### config.mk
export PLATFORM = sky130hd
export DESIGN_NAME = masked_and_seq
export DESIGN_NICKNAME = d
export VERILOG_FILES = /design/src/rtl/masked_and_seq.sv
export SDC_FILE = /design/constraint.sdc
export NUM_CORES = 1
export LEC_CHECK = 0
export CORE_MARGIN = 4
export CORE_UTILIZATION = 40
export DETAILED_ROUTE_END_ITERATION = 7
export GPL_TIMING_DRIVEN = 0
export PLACE_DENSITY = 0.67
export RECOVER_POWER = 50
export SLEW_MARGIN = 20
export SYNTH_ARGS = -nofsm -noshare
export SYNTH_HDL_FRONTEND = slang
export SYNTH_SLANG_ARGS = --single-unit
### constraint.sdc
create_clock -name clk -period 2.34 [get_ports clk]
set_clock_uncertainty 0.1 [all_clocks]
set_input_delay 0.351 -clock clk [delete_from_list [all_inputs] [get_ports clk]]
set_output_delay 0.351 -clock clk [all_outputs]
set_load 0.01 [all_outputs]
### src/rtl/masked_and_seq.sv
// masked_and_seq
//   Bit-serial sequencer around a single 2-share DOM-style masked AND gadget.
//   Two W-bit Boolean-shared operands are accepted over a valid/ready handshake.
//   One bit pair is issued per cycle, LSB first, together with a fresh mask bit.
//   The gadget output shares are gathered into W-bit result registers, and the
//   result is presented over a second valid/ready handshake.
//
//   Build option: MASKMYBIT_LFSR_EN
//     defined   - an internal 16-bit Galois LFSR supplies the mask and the rnd
//                 port is absent.
//     undefined - the mask is taken from rnd in each issue cycle.
//
// Ports
//   clk, rstn          clock, asynchronous active-low reset
//   in_valid/in_ready  operand handshake (in_ready high only in IDLE)
//   a0,a1,b0,b1        operand shares, A = a0^a1, B = b0^b1
//   rnd                external fresh mask bit (only without MASKMYBIT_LFSR_EN)
//   out_valid/out_ready result handshake (out_valid high only in DONE)
//   x0,x1              result shares, x0^x1 = A&B
//   busy               high in RUN, DRAIN and DONE

// 2-share DOM-indep AND: four partial products, with the two cross terms
// remasked by r before the register stage. Output latency is one cycle.
module masked_and_dom (
    input  logic clk,
    input  logic rstn,
    input  logic a0,
    input  logic a1,
    input  logic b0,
    input  logic b1,
    input  logic r,
    output logic x0,
    output logic x1
);
    logic p00_q, p01_q, p10_q, p11_q;
    logic p00_d, p01_d, p10_d, p11_d;

    always_comb begin
        p00_d = a0 & b0;
        p01_d = (a0 & b1) ^ r;
        p10_d = (a1 & b0) ^ r;
        p11_d = a1 & b1;
    end

    always_ff @(posedge clk or negedge rstn) begin
        if (!rstn) begin
            p00_q <= 1'b0;
            p01_q <= 1'b0;
            p10_q <= 1'b0;
            p11_q <= 1'b0;
        end else begin
            p00_q <= p00_d;
            p01_q <= p01_d;
            p10_q <= p10_d;
            p11_q <= p11_d;
        end
    end

    // The two shares are recombined only after the register stage, so that
    // glitches cannot combine the cross terms before they are remasked.
    assign x0 = p00_q ^ p01_q;
    assign x1 = p11_q ^ p10_q;
endmodule

module masked_and_seq #(
    parameter int          W    = 8,
    parameter logic [15:0] SEED = 16'hACE1
) (
    input  logic         clk,
    input  logic         rstn,
    input  logic         in_valid,
    output logic         in_ready,
    input  logic [W-1:0] a0,
    input  logic [W-1:0] a1,
    input  logic [W-1:0] b0,
    input  logic [W-1:0] b1,
`ifndef MASKMYBIT_LFSR_EN
    input  logic         rnd,
`endif
    output logic         out_valid,
    input  logic         out_ready,
    output logic [W-1:0] x0,
    output logic [W-1:0] x1,
    output logic         busy
);
    localparam int          IW       = (W > 1) ? $clog2(W) : 1;
    localparam logic [15:0] SEED_EFF = (SEED == 16'h0) ? 16'hACE1 : SEED;

    typedef enum logic [1:0] {S_IDLE, S_RUN, S_DRAIN, S_DONE} state_t;

    state_t state_q, state_d;

    logic [IW-1:0] idx_q, idx_d;
    logic [W-1:0]  opa0_q, opa1_q, opb0_q, opb1_q;
    logic [W-1:0]  opa0_d, opa1_d, opb0_d, opb1_d;
    logic [W-1:0]  x0_q, x1_q, x0_d, x1_d;
    // Tag of the bit issued last cycle; its gadget output is captured now.
    logic          cap_vld_q, cap_vld_d;
    logic [IW-1:0] cap_idx_q, cap_idx_d;

    logic in_hs, out_hs, issue, last_bit;
    logic gad_a0, gad_a1, gad_b0, gad_b1, gad_r, gad_x0, gad_x1;
    logic mask_bit;

    // ---------------- FSM: state register ----------------
    always_ff @(posedge clk or negedge rstn) begin
        if (!rstn) state_q <= S_IDLE;
        else       state_q <= state_d;
    end

    // ---------------- FSM: next state ----------------
    always_comb begin
        state_d = state_q;
        case (state_q)
            S_IDLE:  if (in_valid)  state_d = S_RUN;
            S_RUN:   if (last_bit)  state_d = S_DRAIN;
            S_DRAIN:                state_d = S_DONE;
            S_DONE:  if (out_ready) state_d = S_IDLE;
            default:                state_d = S_IDLE;
        endcase
    end

    // ---------------- FSM: outputs ----------------
    always_comb begin
        in_ready  = (state_q == S_IDLE);
        out_valid = (state_q == S_DONE);
        busy      = (state_q != S_IDLE);
        issue     = (state_q == S_RUN);
    end

    assign in_hs    = in_valid & in_ready;
    assign out_hs   = out_valid & out_ready;
    assign last_bit = (idx_q == IW'(W - 1));

    // ---------------- mask source ----------------
`ifdef MASKMYBIT_LFSR_EN
    logic [15:0] lfsr_q, lfsr_d;

    // Galois form of x^16+x^14+x^13+x^11+1; advances only on issue cycles.
    always_comb begin
        lfsr_d = lfsr_q;
        if (issue)
            lfsr_d = (lfsr_q >> 1) ^ (lfsr_q[0] ? 16'hB400 : 16'h0000);
    end

    always_ff @(posedge clk or negedge rstn) begin
        if (!rstn) lfsr_q <= SEED_EFF;
        else       lfsr_q <= lfsr_d;
    end

    assign mask_bit = lfsr_q[0];
`else
    // The seed only matters when the internal LFSR is built.
    logic unused_seed;
    assign unused_seed = ^SEED_EFF;
    assign mask_bit    = rnd;
`endif

    // Gadget inputs are forced to 0 outside issue cycles, so stale shares
    // never toggle the gadget.
    always_comb begin
        gad_a0 = issue & opa0_q[idx_q];
        gad_a1 = issue & opa1_q[idx_q];
        gad_b0 = issue & opb0_q[idx_q];
        gad_b1 = issue & opb1_q[idx_q];
        gad_r  = issue & mask_bit;
    end

    masked_and_dom u_gadget (
        .clk  (clk),
        .rstn (rstn),
        .a0   (gad_a0),
        .a1   (gad_a1),
        .b0   (gad_b0),
        .b1   (gad_b1),
        .r    (gad_r),
        .x0   (gad_x0),
        .x1   (gad_x1)
    );

    // ---------------- datapath ----------------
    always_comb begin
        idx_d     = idx_q;
        opa0_d    = opa0_q;
        opa1_d    = opa1_q;
        opb0_d    = opb0_q;
        opb1_d    = opb1_q;
        x0_d      = x0_q;
        x1_d      = x1_q;
        cap_vld_d = issue;
        cap_idx_d = idx_q;

        if (in_hs) begin
            opa0_d = a0;
            opa1_d = a1;
            opb0_d = b0;
            opb1_d = b1;
            idx_d  = '0;
        end

        if (issue)
            idx_d = last_bit ? '0 : idx_q + IW'(1);

        if (cap_vld_q) begin
            x0_d[cap_idx_q] = gad_x0;
            x1_d[cap_idx_q] = gad_x1;
        end

        // Zeroize shares once the result has been consumed.
        if (out_hs) begin
            opa0_d = '0;
            opa1_d = '0;
            opb0_d = '0;
            opb1_d = '0;
            x0_d   = '0;
            x1_d   = '0;
        end
    end

    always_ff @(posedge clk or negedge rstn) begin
        if (!rstn) begin
            idx_q     <= '0;
            opa0_q    <= '0;
            opa1_q    <= '0;
            opb0_q    <= '0;
            opb1_q    <= '0;
            x0_q      <= '0;
            x1_q      <= '0;
            cap_vld_q <= 1'b0;
            cap_idx_q <= '0;
        end else begin
            idx_q     <= idx_d;
            opa0_q    <= opa0_d;
            opa1_q    <= opa1_d;
            opb0_q    <= opb0_d;
            opb1_q    <= opb1_d;
            x0_q      <= x0_d;
            x1_q      <= x1_d;
            cap_vld_q <= cap_vld_d;
            cap_idx_q <= cap_idx_d;
        end
    end

    assign x0 = x0_q;
    assign x1 = x1_q;
endmodule

### Word level (Yosys, flattened, before mapping)

Index checks and enable logic that the tools add are counted.
W data, S select, Z words.

* output and inout port bits: 19
* bits of input ports: 37
* bits in registers: 61
* logic and storage cells: 78

* equality and inequality tests: 7
* bitwise gates (word level): 15
* mux-type cells: 31
* reductions and logical operators: 7
* add/subtract/negate cells: 1
* magnitude comparators: 3

Operators by type and width (count)
* $mux W8: 12
* $bwmux W8: 2
* $bmux W1 S3: 4
* $and A1 B1 Y1: 11
* $mux W3: 3
* $lt A3 B4 Y1 const B: 2
* $pmux W2 S4: 1
* $reduce_bool A2 Y1: 4
* $mux W2: 3
* $mux W1: 5
* $eq A2 B2 Y1 const B: 2
* $ne A2 B1 Y1 const B: 2
* $xor A1 B1 Y1: 4
* $add A3 B1 Y3 const B: 1
* $demux W1 S3: 1
* $eq A3 B3 Y1 const B: 1
* $ge A3 B1 Y1 const B: 1
* $reduce_and A3 Y1: 1
* $eq A2 B1 Y1 const B: 1
* $logic_not A2 Y1: 1
* $ne A2 B2 Y1 const B: 1
* $logic_and A1 B1 Y1: 1

### Logic depth before layout (Yosys ltp)

Gate-level depths: netlist of run 1.

* word-level depth: 7
* depth in mapped cells: 7

### Modules after synthesis

Synthesis of run 1 repeated with hierarchy kept, for this count alone.

* cells, all modules: 266
* area, all modules: 2797.7 um^2

Modules (own cells, without submodules)
* masked_and_seq: area each 2641.3 um^2, seq. area each 1426.4 um^2, cells each 254, times used 1
* masked_and_dom: area each 156.4 um^2, seq. area each 100.1 um^2, cells each 12, times used 1

### Least setup slack after synthesis of run 1

OpenSTA, ideal clock, no wires.

* kind: register to register
* start: reg state_q[0]
* end: reg x0_q[3] (netlist: x0[3])
* setup slack: 629 ps
* data required time: 2110 ps
* stages on the path, launching flop included: 7
* period minus slack after synthesis: 1711 ps
* path buffers: 1
* data arrival time: 1481 ps
* library setup time: 130 ps
* cells stage by stage: dfrtp_1 > ha_1 > and2_1 > buf_2 > o21ai_1 > or3b_1 > mux2i_1

* cells in the longest elaborated chain, start to end: 3
* elaborated cells on any way between the ends: 4

Ends and longest elaborated chain
* start: declaration: line 91 `state_t state_q, state_d;`
* start signal: assignment: line 108 `else state_q <= state_d;`
* $eq A2 B2 Y1 *: line 126 `out_valid = (state_q == S_DONE);`
* named net out_valid: line 80 `output logic out_valid,`
* $and A1 B1 Y1 *: line 132 `assign out_hs = out_valid & out_ready;`
* $mux W8 / $reduce_bool A2 Y1 (equally long branches)
* end signal: assignment: line 227 `x0_q <= '0;`
* end signal: assignment: line 237 `x0_q <= x0_d;`
* end: declaration: line 96 `logic [W-1:0] x0_q, x1_q, x0_d, x1_d;`

Mark *: on every way through the listed nets, which the timed path passes. The rest lies on a longest branch.
A chain may end at the register's enable or synchronous reset.

### Worst setup path after layout of run 1

* start: reg state_q[0]
* end: out busy

* cells in the longest elaborated chain, start to end: 1

Ends and longest elaborated chain
* $reduce_bool A2 Y1: line 127 `busy = (state_q != S_IDLE);`
* end: declaration: line 84 `output logic busy`

Every way passes these cells.

==> flow_summary_export.csv, run 1 <==
group,metric,value,unit
pwr,irDropWorstVdd,0.4484,mV
drt,vias,2149,
yosys,ys_seq_elements,61,
cts,cts_buffers,9,
drt,drt_pass1_iterations,4,
run_status,status,"finished, final reports clean",
final_layout,mostFrequentLayoutCells,"95 x nand2_1, 61 x dfrtp_1, 54 x clkdlybuf4s50_1",
worst_setup_path,cp_data_required_time,1890,ps
sta,drv_slew,0,
final_layout,syn2layout_area_growth,29.44,%
final_layout,diodes,0,
yosys,syn_area,2851,µm²
floorplanning,initial_core_util,41.51,%
pwr,p_seq_share,39.3,%
worst_setup_path,start_kind,"flop",
floorplanning,core,6869,µm²
yosys,ys_warn_count,0,
worst_setup_path,critPathArrivalTime,1680,ps
drt,drc,0,
final_layout,fin_nets,397,
placed_design,hpwl,4258,µm
yosys,synth_area_leader_cell,"dfrtp_1",
placed_design,globalplace.congestion,0.7502,
worst_setup_path,r2r_cells,6,
yosys,synth_cell_types,33,
pwr,finalPower,4200,µW
final_layout,fillCellCount,654,
worst_setup_path,reg2reg_from,"cap_idx_d[0]",
pwr,p_sw_share,35.54,%
floorplanning,dieArea,8543,µm²
cts,cts_tree,"yes",
floorplanning,ios,56,
pwr,leakage,0.001648,µW
worst_setup_path,critPathMaxFanout,4,
yosys,synth_top_area_share,53.53,%
yosys,ys_seq_area_share,53.53,%
cts,cts_max_level,3,
drt,viasPerCell,4.754,
sta,hold_viol,0,
worst_setup_path,critical_path.endpoint_type,"output pin",
drt,dr.first_iter.drc_count,90,
pwr,powerDensity,1138,nW/µm²
placed_design,port_buffers,55,
global_routing,grt_max_degree,49,
floorplanning,die_x,92.43,µm
placed_design,place_ws,194.1,ps
hold_path,hold_path_class,"reg2reg",
yosys,synth_area_leaders,"dfrtp_1 54%, nand2_1 13%, mux2i_1 7.7%, a21oi_1 5.6%, mux4_2 3.2%",
global_routing,overflow,0,
pwr,p_switching,1493,µW
sta,worstMarginPinSlew,737.2,ps
flow_run,drv_cap,0,
sta,setup_viol,0,
final_layout,final_common_cell,"nand2_1",
final_layout,drive_above_1_share,6.742,%
pwr,pwr-share-comb,41.4,%
cts,clk_pin_slew_worst_paths,70,ps
floorplanning,die_h,92.43,µm
global_routing,grt_pass1_wl,10130,µm
final_layout,multi_input_area,1216,µm²
yosys,synth_nets,329,
sta,finalCritPeriodShare,91.16,%
hold_path,hold_depth,0,
global_routing,antenna_found_initial,0,
sta,relSlewSlack,50.85,%
sta,rsz0062_at_grt,"false",
cts,cts.sinks,61,
drt,drt.antenna.violating_nets,0,
sta,finalCriticalPeriod,2133,ps
hold_path,holdPathEnd,"cap_idx_q[1]",
global_routing,grt_pass1_vias,2095,
sta,clock.fmax,468.8,MHz
cts,clk_path_buf_depth,2,
worst_setup_path,path_class,"reg2out",
worst_setup_path,r2r_end,"u_gadget.p00_q",
cts,cts-root-buf,"clkbuf_8",
global_routing,grt_util_all_layers,15.15,%
sta,worst_slack,206.8,ps
drt,drt_wl_total,5888,µm
final_layout,final-seq-area,1526,µm²
cts,worstSkewPairLatency,340,ps
pwr,p_int,2707,µW
yosys,netlist_instances,285,
hold_path,hp-start,"cap_idx_d[1]",
floorplanning,fp-row-count,30,
pwr,clockPowerShare,19.3,%
worst_setup_path,crit_start,"state_q[0]",
drt,wire_per_inst,13.03,µm
yosys,synth_area_per_cell,10.01,µm²
worst_setup_path,r2r_setup_slack,230,ps
## metal layers
| metal | vias to the layer above | share of wire [%] | global-route usage, % |
|---|---|---|---|
| met3 | 9 | 5.4 | 3.818 |
| met4 | 0 | 2.0 | 7.426 |
| met1 | 992 | 47 | 20.10 |
| li1 | 1091 | - | - |
| met5 | - | 0 | 0 |
| met2 | 57 | 46 | 23.08 |
## how the worst max path moves through the flow
stage                            to  slack (ps)  depth (start not counted)
after global placement    opb1_q[3]       -1090                          1
after detailed placement      x0[2]         190                          6
after global routing           busy         100                          4
after CTS                      busy         180                          4
after floorplan               x0[3]         630                          6
final                          busy         210                          4
## cells by family after synthesis
family                   share of synthesized area [%]
flip-flops                                       53.53
adder cells (fa/ha/maj)                          3.071
multiplexers                                     12.72
XOR/XNOR                                        0.6144
AO/OA/AOI/OAI                                    8.337
buffers and inverters                            3.817
AND/OR/NAND/NOR                                  17.90
## worst max-delay path, cell delays in order (launching register included)
cell             delay, ps
dfrtp_1                380
inv_1                  100
ha_1                   250
inv_1                   80
clkdlybuf4s50_1        530
## timing repair
item / in CTS / in global routing
resized for setup: 0 / 0
setup buffers: 0 / 0
endpoints found under the hold margin: 13 / 0
hold buffers: 1 / 0
## sequential cells by signal (all words and copies together) (netlist names), 2 cells and up
register   cells
cap_idx_d      3
opa1_q         8
state_q        2
x1             8
x0             8
opa0_q         8
opb1_q         8
cap_idx_q      3
opb0_q         8
## power groups by stage
stage | logic [µW] | clock network [µW] | registers (µW)
floorplan | 1190 | 0 | 1650
global placement | 1730 | 0 | 1660
detailed placement | 1780 | 0 | 1670
CTS | 1780 | 824 | 1660
global route | 1960 | 875 | 1710
finish | 1740 | 809 | 1650
## per-stage QoR
step	cell area [µm²]	utilization [%]	setup TNS (ps)	instances	hold WS (ps)
floorplan	2851	-	0	285	-44.59
global placement	3522	51.28	-66260	436	288.9
detailed placement	3547	51.64	0	437	121.8
CTS	3722	54.19	0	452	302.7
global route	3691	53.73	0	452	328.7
finish	3691	53.73	0	452	301.8
## area by class of cell
| type | count | area share, % |
|---|---|---|
| multi-input cells | 202 | 32.95 |
| inverters | 5 | 0.5085 |
| plain buffers | 17 | 2.237 |
| well taps | 96 | 3.254 |
| clock buffers | 12 | 4.203 |
| repair buffers | 57 | 15.22 |
| flip-flops and latches | 61 | 41.36 |
| clock inverters | 2 | 0.2712 |
## cells in the mapped netlist
cell type  number
a21oi_1        32
and2_1          2
and3_1          1
and3b_1         2
buf_12          1
buf_2           1
buf_6           1
clkbuf_1       13
clkbuf_2        1
dfrtp_1        61
ha_1            7
inv_1           5
mux2_1          2
mux2_4          2
mux2i_1        22
mux4_2          4
nand2_1        95
nand2b_1        3
nand3_1         2
nand4_1         1
nor2_1          2
nor2b_1         1
nor3_1          2
nor3b_1         2
nor4bb_1        2
o21ai_0         7
o21ai_1         1
o21bai_1        1
o221a_2         1
o22ai_1         3
or3_1           1
or3b_1          2
xor2_1          2
No activity file was read; power rests on OpenSTA's default activity.
==> run 2: changes to the inputs <==
ABC_AREA = 1   (was unset)
==> flow_summary_export.csv, run 2 <==
group,metric,value,unit
cts,cts_tree,"yes",
final_layout,diodes,0,
final_layout,fin_area,3887,µm²
worst_setup_path,cp_slowest_cell,"clkdlybuf4s50_1",
drt,drc,0,
yosys,ys_seq_elements,61,
worst_setup_path,cp_cell_sequence,"inv_1 -> ha_1 -> inv_1 -> clkdlybuf4s50_1",
drt,dr.first_iter.drc_count,116,
drt,wire_per_inst,12.97,µm
worst_setup_path,cp_common_cell,"inv_1",
global_routing,overflow,0,
cts,cts_max_level,3,
cts,worstSkewPairLatency,330,ps
sta,hold_viol,0,
sta,finalCritPeriodShare,89.59,%
worst_setup_path,critPathArrivalTime,1650,ps
yosys,synth_area_per_cell,8.322,µm²
yosys,synth_xor_xnor_area_share,0,%
global_routing,grt_util_all_layers,16.86,%
sta,whs,312.2,ps
drt,viasPerCell,4.847,
drt,drt.antenna.violating_nets,0,
yosys,synthMuxAreaShare,0,%
floorplanning,initial_core_util,41.07,%
global_routing,antenna_found_initial,0,
yosys,synth_top_family_by_area,"simple AND/OR/NAND/NOR gates",
yosys,post-synth-top-count-cell,"nand3_1",
worst_setup_path,critPathMaxFanout,4,
drt,drt_wl_total,6873,µm
placed_design,port_buffers,55,
yosys,ys_seq_area_share,51.24,%
cts,postCtsSetupBuffers,0,
worst_setup_path,cp_data_required_time,1890,ps
global_routing,grt_pass1_vias,2471,
yosys,synth_area_leader_cell,"dfrtp_1",
final_layout,drive_above_1_share,9.513,%
floorplanning,core,7253,µm²
cts,cts_buffers,9,
yosys,synthTopCellsByCount,"75 x nand3_1, 63 x nand2_1, 61 x dfrtp_1",
worst_setup_path,critical_path.endpoint_type,"output pin",
placed_design,hpwl,5081,µm
yosys,netlist_instances,358,
yosys,synth_nets,402,
worst_setup_path,path_class,"reg2out",
sta,setup_viol,0,
sta,drv_slew,0,
global_routing,grt_pass1_wl,11610,µm
pwr,irDropWorstVdd,0.4503,mV
cts,cts-root-buf,"clkbuf_8",
sta,rsz0062_at_grt,"false",
worst_setup_path,critPathBufInv,3,
pwr,leakage,0.001822,µW
final_layout,final_common_cell,"nand3_1",
sta,finalCriticalPeriod,2096,ps
floorplanning,die_x,94.30,µm
run_status,status,"finished, final reports clean",
floorplanning,fp-row-count,31,
yosys,synth_area_leaders,"dfrtp_1 51%, nand3_1 13%, o21ai_0 9.1%, nand2_1 7.9%, inv_1 5.7%",
final_layout,fin_nets,470,
floorplanning,die_h,94.30,µm
yosys,synth_edf_count,0,
cts,cts.sinks,61,
hold_path,hold_path_class,"reg2reg",
yosys,synth_cell_types,22,
yosys,synth-compound-area-share,9.282,%
yosys,synth_fa_ha_area_share,2.940,%
worst_setup_path,start_kind,"flop",
sta,worstMarginPinSlew,746.6,ps
floorplanning,dieArea,8892,µm²
yosys,syn_area,2979,µm²
flow_run,drv_cap,0,
final_layout,mostFrequentLayoutCells,"75 x nand3_1, 63 x nand2_1, 61 x dfrtp_1",
yosys,synth-simple-area-share,27.09,%
sta,clock.fmax,477.0,MHz
final_layout,syn2layout_area_growth,30.49,%
drt,drt_pass1_iterations,4,
worst_setup_path,slowest_delay,530,ps
placed_design,globalplace.congestion,0.8573,
final_layout,post-route-util,53.60,%
worst_setup_path,cp_top_family,"buffers and inverters",
placed_design,placed_cell_area,3679,µm²
pwr,powerDensity,1198,nW/µm²
floorplanning,ios,56,
global_routing,grt_max_degree,49,
cts,clk_pin_slew_worst_paths,70,ps
cts,clk_path_buf_depth,2,
yosys,ys_warn_count,0,
sta,relSlewSlack,50.23,%
drt,vias,2569,
yosys,ys.flop_type,"dfrtp_1",
yosys,async_reset_ff_share,100.0,%
yosys,synth_top_area_share,51.24,%
==> run 2: layout make-up <==
class	instances	area, µm²
clock buffers	12	155.1
fillers	686	3366
plain buffers	17	97.59
inverters	47	181.4
clock inverters	4	70.07
well taps	99	123.9
multi-input cells	233	1171
repair buffers	57	561.8
flip-flops and latches	61	1526
==> run 2: final timing paths <==
path	startpoint	endpoint	slack, ps	cells after the start
setup reg to reg	state_q[0]	opa1_q[6]	300	6
min in group asynchronous	rstn	opb1_q[5]	500	2
hold / removal	cap_idx_d[1]	cap_idx_q[1]	310	0
max in group asynchronous	rstn	opa1_q[5]	450	3
hold reg to reg	cap_idx_d[1]	cap_idx_q[1]	310	0
setup / recovery	state_q[0]	busy	240	4
==> run 2: cell families (layout without fill, tap and decap cells) <==
family	count (synthesis)	count (layout)
AOI/OAI and AO/OA	55	55
DFF	61	61
buffers and inverters	64	137
and+or+nand+nor	171	171
adders and majority gates	7	7
==> run 2: routing by layer <==
metal	vias to the layer above	track usage (%)	wire length (µm)
met5	-	0	0
met4	0	7.100	148
met3	13	3.205	359
met2	62	26.00	3202
met1	1193	23.25	3163
li1	1301	-	-
==> run 2: power by group <==
| part | switching (µW) | internal, µW | total [µW] |
|---|---|---|---|
| Combinational | 1250 | 769 | 2020 |
| Clock | 393 | 655 | 1050 |
| Sequential | 162 | 1430 | 1590 |
| Total | 1810 | 2850 | 4660 |
==> run 2: stage by stage <==
| step | TNS (ps) | worst slack (ps) | std cells | total power (µW) |
|---|---|---|---|---|
| after floorplan | 0 | 816.1 | 358 | 2969 |
| after global placement | -68090 | -1120 | 512 | 3566 |
| after detailed placement | 0 | 292.9 | 513 | 3638 |
| after CTS | 0 | 219.4 | 530 | 4703 |
| after global routing | 0 | 133.2 | 530 | 5080 |
| final | 0 | 243.6 | 530 | 4656 |
==> run 2: worst register-to-register path, cell delays in order, from the launching register on <==
cell and delay, ps:
dfrtp_1 400, ha_1 240, nand2_1 220, clkbuf_1 450, buf_2 310, nand3_1 130, o21ai_0 110
==> run 2: timing repair <==
| action | 4_1_cts | 5_1_grt |
|---|---|---|
| resized for setup | 0 | 0 |
| hold endpoints to repair | 13 | 0 |
| hold buffers | 1 | 0 |
==> RTL edit 1: new RTL, flow settings as in run 2 <==
`opb1_q` no longer has a reset.
--- a/src/rtl/masked_and_seq.sv
+++ b/src/rtl/masked_and_seq.sv
@@ -224,5 +224,4 @@
             opa1_q    <= '0;
             opb0_q    <= '0;
-            opb1_q    <= '0;
             x0_q      <= '0;
             x1_q      <= '0;
@@ -234,5 +233,4 @@
             opa1_q    <= opa1_d;
             opb0_q    <= opb0_d;
-            opb1_q    <= opb1_d;
             x0_q      <= x0_d;
             x1_q      <= x1_d;
@@ -242,4 +240,8 @@
     end
 
+    always_ff @(posedge clk) begin
+        opb1_q <= opb1_d;
+    end
+
     assign x0 = x0_q;
     assign x1 = x1_q;
Formal check against the unedited RTL: no difference found for any inputs over 10 cycles, from zero or initial values and one cycle with rstn low; that may be too few to reach the edited logic, so the function may still have changed.
==> RTL edit 1 against run 2 <==
- sequential share of layout area shrank 0.42 points
- power shrank 2.4%
- worst setup slack got worse by 30 ps
- final area is 1.6% lower
- wire length decreased by 3.1%
- area after synthesis decreased by 1.0%
- sequential cell count is the same
- sequential power about the same
- first-iteration DRC count increased by 16%
==> RTL edit 1: results (changes against run 2) <==
\begin{tabular}{lr}
\hline
Metric & Value \\
\hline
\multicolumn{2}{l}{\textbf{Routing}} \\
\quad Met2 routed wirelength & 3210 um (+0.16\%) \\
\quad First-iteration detailed-routing DRC count & 134 (+16\%) \\
\quad Wire length on met3 & 338 um (-5.8\%) \\
\quad Routed metal-1 wirelength & 3000 um (-5.2\%) \\
\quad Final routed wirelength across all metal layers & 6660 um (-3.1\%) \\
\multicolumn{2}{l}{\textbf{Layout}} \\
\quad Multi-input gate area & 1180 um2 (+0.64\%) \\
\quad Clk cell area share & 5.23\% (-0.56 points) \\
\quad Number of standard cells in the final layout excluding fillers & 529 (-0.19\%) \\
\quad Post-Layout Inst Area & 3830 um2 (-1.6\%) \\
\quad Final non-clock buffer share & 17.1\% (+0.17 points) \\
\quad Total number of nets in the final design & 469 (-0.21\%) \\
\quad Share of layout cells above drive strength 1 & 10.2\% (+0.72 points) \\
\quad Sequential share of cell area & 38.8\% (-0.42 points) \\
\multicolumn{2}{l}{\textbf{Setup path}} \\
\quad Reg2Reg Capture Point & opa0\_q[7] \\
\quad CP Data Arrival Time & 1680 ps (+30 ps) \\
\multicolumn{2}{l}{\textbf{Placed design}} \\
\quad DP HPWL & 4810 um (-5.4\%) \\
\quad Worst slack at placement & 309 ps (+15.7 ps) \\
\quad Final weighted congestion in routability-driven placement & 0.858 (about the same) \\
\quad Area post-placement & 3620 um2 (-1.6\%) \\
\multicolumn{2}{l}{\textbf{Yosys}} \\
\quad Asr flop ratio synth & 86.9\% (-13 points) \\
\quad Compound-cell area share of the yosys netlist & 9.38\% (+0.095 points) \\
\multicolumn{2}{l}{\textbf{Power}} \\
\quad Standby leakage power & 1.77 nW (-3.1\%) \\
\multicolumn{2}{l}{\textbf{Global routing}} \\
\quad Global Route Usage Sum & 16.8\% (-0.070 points) \\
\quad Vias in the first global route & 2492 (+0.85\%) \\
\multicolumn{2}{l}{\textbf{Timing}} \\
\quad Worst-Margin Slew & 1270 ps (+522 ps) \\
\multicolumn{2}{l}{\textbf{Outcome}} \\
\quad Status & finished clean \\
\hline
\end{tabular}
-- RTL edit 1: cell types whose count changed after synthesis --
cell / run 2 / this run
sky130_fd_sc_hd__clkbuf_4: 0 / 1
sky130_fd_sc_hd__nand3_2: 5 / 6
sky130_fd_sc_hd__nand3_1: 75 / 74
sky130_fd_sc_hd__buf_2: 5 / 4
sky130_fd_sc_hd__clkbuf_1: 4 / 5
sky130_fd_sc_hd__nor2_1: 12 / 10
sky130_fd_sc_hd__dfxtp_1: 0 / 8
sky130_fd_sc_hd__nor2_2: 2 / 4
sky130_fd_sc_hd__nand2_1: 63 / 64
sky130_fd_sc_hd__dfrtp_1: 61 / 53
sky130_fd_sc_hd__buf_1: 4 / 3
sky130_fd_sc_hd__nand2_2: 8 / 7
-- RTL edit 1: report_power, final --
group	internal (mW)	switching [mW]
combinational	0.778	1.24
sequential	1.43	0.159
clock	0.494	0.446
==> RTL edit 2: new RTL, config.mk and constraints of run 2 <==
Made on the original files. Set the parameter `W` to 4 (it was 8).
--- a/src/rtl/masked_and_seq.sv
+++ b/src/rtl/masked_and_seq.sv
@@ -64,5 +64,5 @@
 
 module masked_and_seq #(
-    parameter int          W    = 8,
+    parameter int          W    = 4,
     parameter logic [15:0] SEED = 16'hACE1
 ) (
Ports: changed (6 resized); port bits go from 56 to 32. The function was not compared with the original's and may differ.
==> RTL edit 2 against run 2 <==
- power decreased by 47%
- fmax decreased by 1.3%
- final area decreased by 46%
- combinational power decreased by 45%
- wire length decreased by 50%
- worst setup slack got worse by 28 ps
- hold slack improved by 41 ps
- count of clock-buffer cells in the layout decreased by 6
- sequential cell count decreased by 26
- cell count decreased by 48%
- largest power group unchanged
- area after synthesis decreased by 44%
==> RTL edit 2: results (changes against run 2) <==
\begin{tabular}{lr}
\hline
Metric & Value \\
\hline
\multicolumn{2}{l}{\textbf{Outcome}} \\
\quad Status & finished clean \\
\multicolumn{2}{l}{\textbf{Power}} \\
\quad IR drop worst, VDD & 0.000500 V (+11\%) \\
\quad Standby leakage power & 0.984 nW (-46\%) \\
\quad Switching power & 963 uW (-47\%) \\
\multicolumn{2}{l}{\textbf{Routing}} \\
\quad Via count & 1339 (-48\%) \\
\quad First-iteration detailed-routing DRC count & 53 (-54\%) \\
\quad Final routed wirelength across all metal layers & 3460 um (-50\%) \\
\multicolumn{2}{l}{\textbf{Clock network}} \\
\quad H-tree depth reported by CTS & 2 (-1) \\
\quad Clock latency at the later pin of the worst-skew pair & 280 ps (-50 ps) \\
\quad Buffers from clock root to sink, at most & 2 (unchanged) \\
\quad CTS Buf Count & 5 (-4) \\
\multicolumn{2}{l}{\textbf{Global routing}} \\
\quad Largest net degree at the start of global routing & 28 (-43\%) \\
\quad First-pass GRT wire length & 5890 um (-49\%) \\
\quad Met2 Usage GRT & 22.6\% (-3.4 points) \\
\quad M1 GR Usage & 19.0\% (-4.2 points) \\
\quad Routing usage on met3 & 4.43\% (+1.2 points) \\
\multicolumn{2}{l}{\textbf{Yosys}} \\
\quad Largest cells by area after synthesis & sky130\_fd\_sc\_hd\_\_dfrtp\_1 (53\%), sky130\_fd\_sc\_hd\_\_nand3\_1 (11\%), sky130\_fd\_sc\_hd\_\_nand2\_1 (7.0\%) \\
\quad Dominant register cell in the synthesized netlist & sky130\_fd\_sc\_hd\_\_dfrtp\_1 \\
\quad Mapped Nets & 216 (-46\%) \\
\quad Proportion of synthesized chip area in sequential cells & 52.7\% (+1.5 points) \\
\quad Most frequent cells after synthesis & sky130\_fd\_sc\_hd\_\_nand3\_1 (38), sky130\_fd\_sc\_hd\_\_dfrtp\_1 (35), sky130\_fd\_sc\_hd\_\_nand2\_1 (31) \\
\quad Number of distinct library cells after synthesis & 21 (-4.5\%) \\
\quad Asr flop ratio synth & 100\% (unchanged) \\
\multicolumn{2}{l}{\textbf{Placed design}} \\
\quad Final weighted congestion in routability-driven placement & 0.866 (+0.96\%) \\
\quad Port buffer count & 31 (-44\%) \\
\quad Area post-placement & 2050 um2 (-44\%) \\
\quad DP HPWL & 2600 um (-49\%) \\
\multicolumn{2}{l}{\textbf{Timing}} \\
\quad Min Hold Slack & 353 ps (+40.7 ps) \\
\quad Worst-Margin Slew & 663 ps (-83.7 ps) \\
\multicolumn{2}{l}{\textbf{Setup path}} \\
\quad Worst reg-to-reg setup slack & 750 ps (+450 ps) \\
\quad CP Data Arrival Time & 1670 ps (+20 ps) \\
\quad Maximum fanout along the worst path & 5 (+1) \\
\multicolumn{2}{l}{\textbf{Layout}} \\
\quad Share of layout cells above drive strength 1 & 7.46\% (-2.1 points) \\
\quad Count of fill cells added during filler insertion & 390 (-43\%) \\
\quad Total number of nets in the final design & 256 (-46\%) \\
\hline
\end{tabular}
RTL edit 2: per-layer routing:
layer,vias to the layer above,routed length [um]
met1,600,1640
li1,696,-
met2,34,1560
met3,9,169
met5,-,0
met4,0,85
RTL edit 2: critical path: stages, from the launching register on:
cell,delay (ps)
sky130_fd_sc_hd__dfrtp_1,430
sky130_fd_sc_hd__inv_1,90
sky130_fd_sc_hd__ha_1,250
sky130_fd_sc_hd__inv_1,90
sky130_fd_sc_hd__clkdlybuf4s50_1,530
RTL edit 2: worst paths after layout:
check,from,to,cells after the start
worst min register to register,cap_idx_d[0],cap_idx_q[0],0
max in group asynchronous,rstn,opb1_q[0],3
worst max register to register,state_q[0],opb0_q[0],7
worst min-delay path,cap_idx_d[0],cap_idx_q[0],0
worst max-delay path,state_q[0],busy,4
min in group asynchronous,rstn,x0[2],2
RTL edit 2: cell families (layout without fill, tap and decap cells):
| group | after synthesis | in the layout | share of synthesized area (%) |
|---|---|---|---|
| buffers and inverters | 35 | 74 | 9.11 |
| AO/OA/AOI/OAI | 33 | 33 | 11.0 |
| adder cells (fa/ha/maj) | 6 | 6 | 4.52 |
| AND/OR/NAND/NOR | 78 | 78 | 21.6 |
| XOR/XNOR | 2 | 2 | 1.05 |
| flip-flops | 35 | 35 | 52.7 |
RTL edit 2: layout make-up:
class	count	area [um2]	area share [%]
tap	50	62.6	2.97
multi-input combinational	119	627	29.7
timing repair buffer	33	319	15.1
clock buffer	6	72.6	3.44
inverter	27	101	4.81
sequential	35	876	41.5
buffer	8	50.0	2.37
RTL edit 2: stage by stage:
stage	setup WS, ps	util, %	cells
after global placement	45.9	50.9	270
final	216	52.7	278
after detailed placement	522	51.2	271
after floorplan	906	-	189
after global routing	118	52.7	278
after CTS	195	53.3	278
RTL edit 2: power by group through the flow:
stage / clock [mW] / combinational, mW / sequential, mW
after floorplan: 0 / 0.719 / 0.998
after global placement: 0 / 1.11 / 0.991
after detailed placement: 0 / 1.13 / 1.00
after CTS: 0.408 / 1.14 / 0.990
after global routing: 0.432 / 1.26 / 1.02
final: 0.391 / 1.11 / 0.988
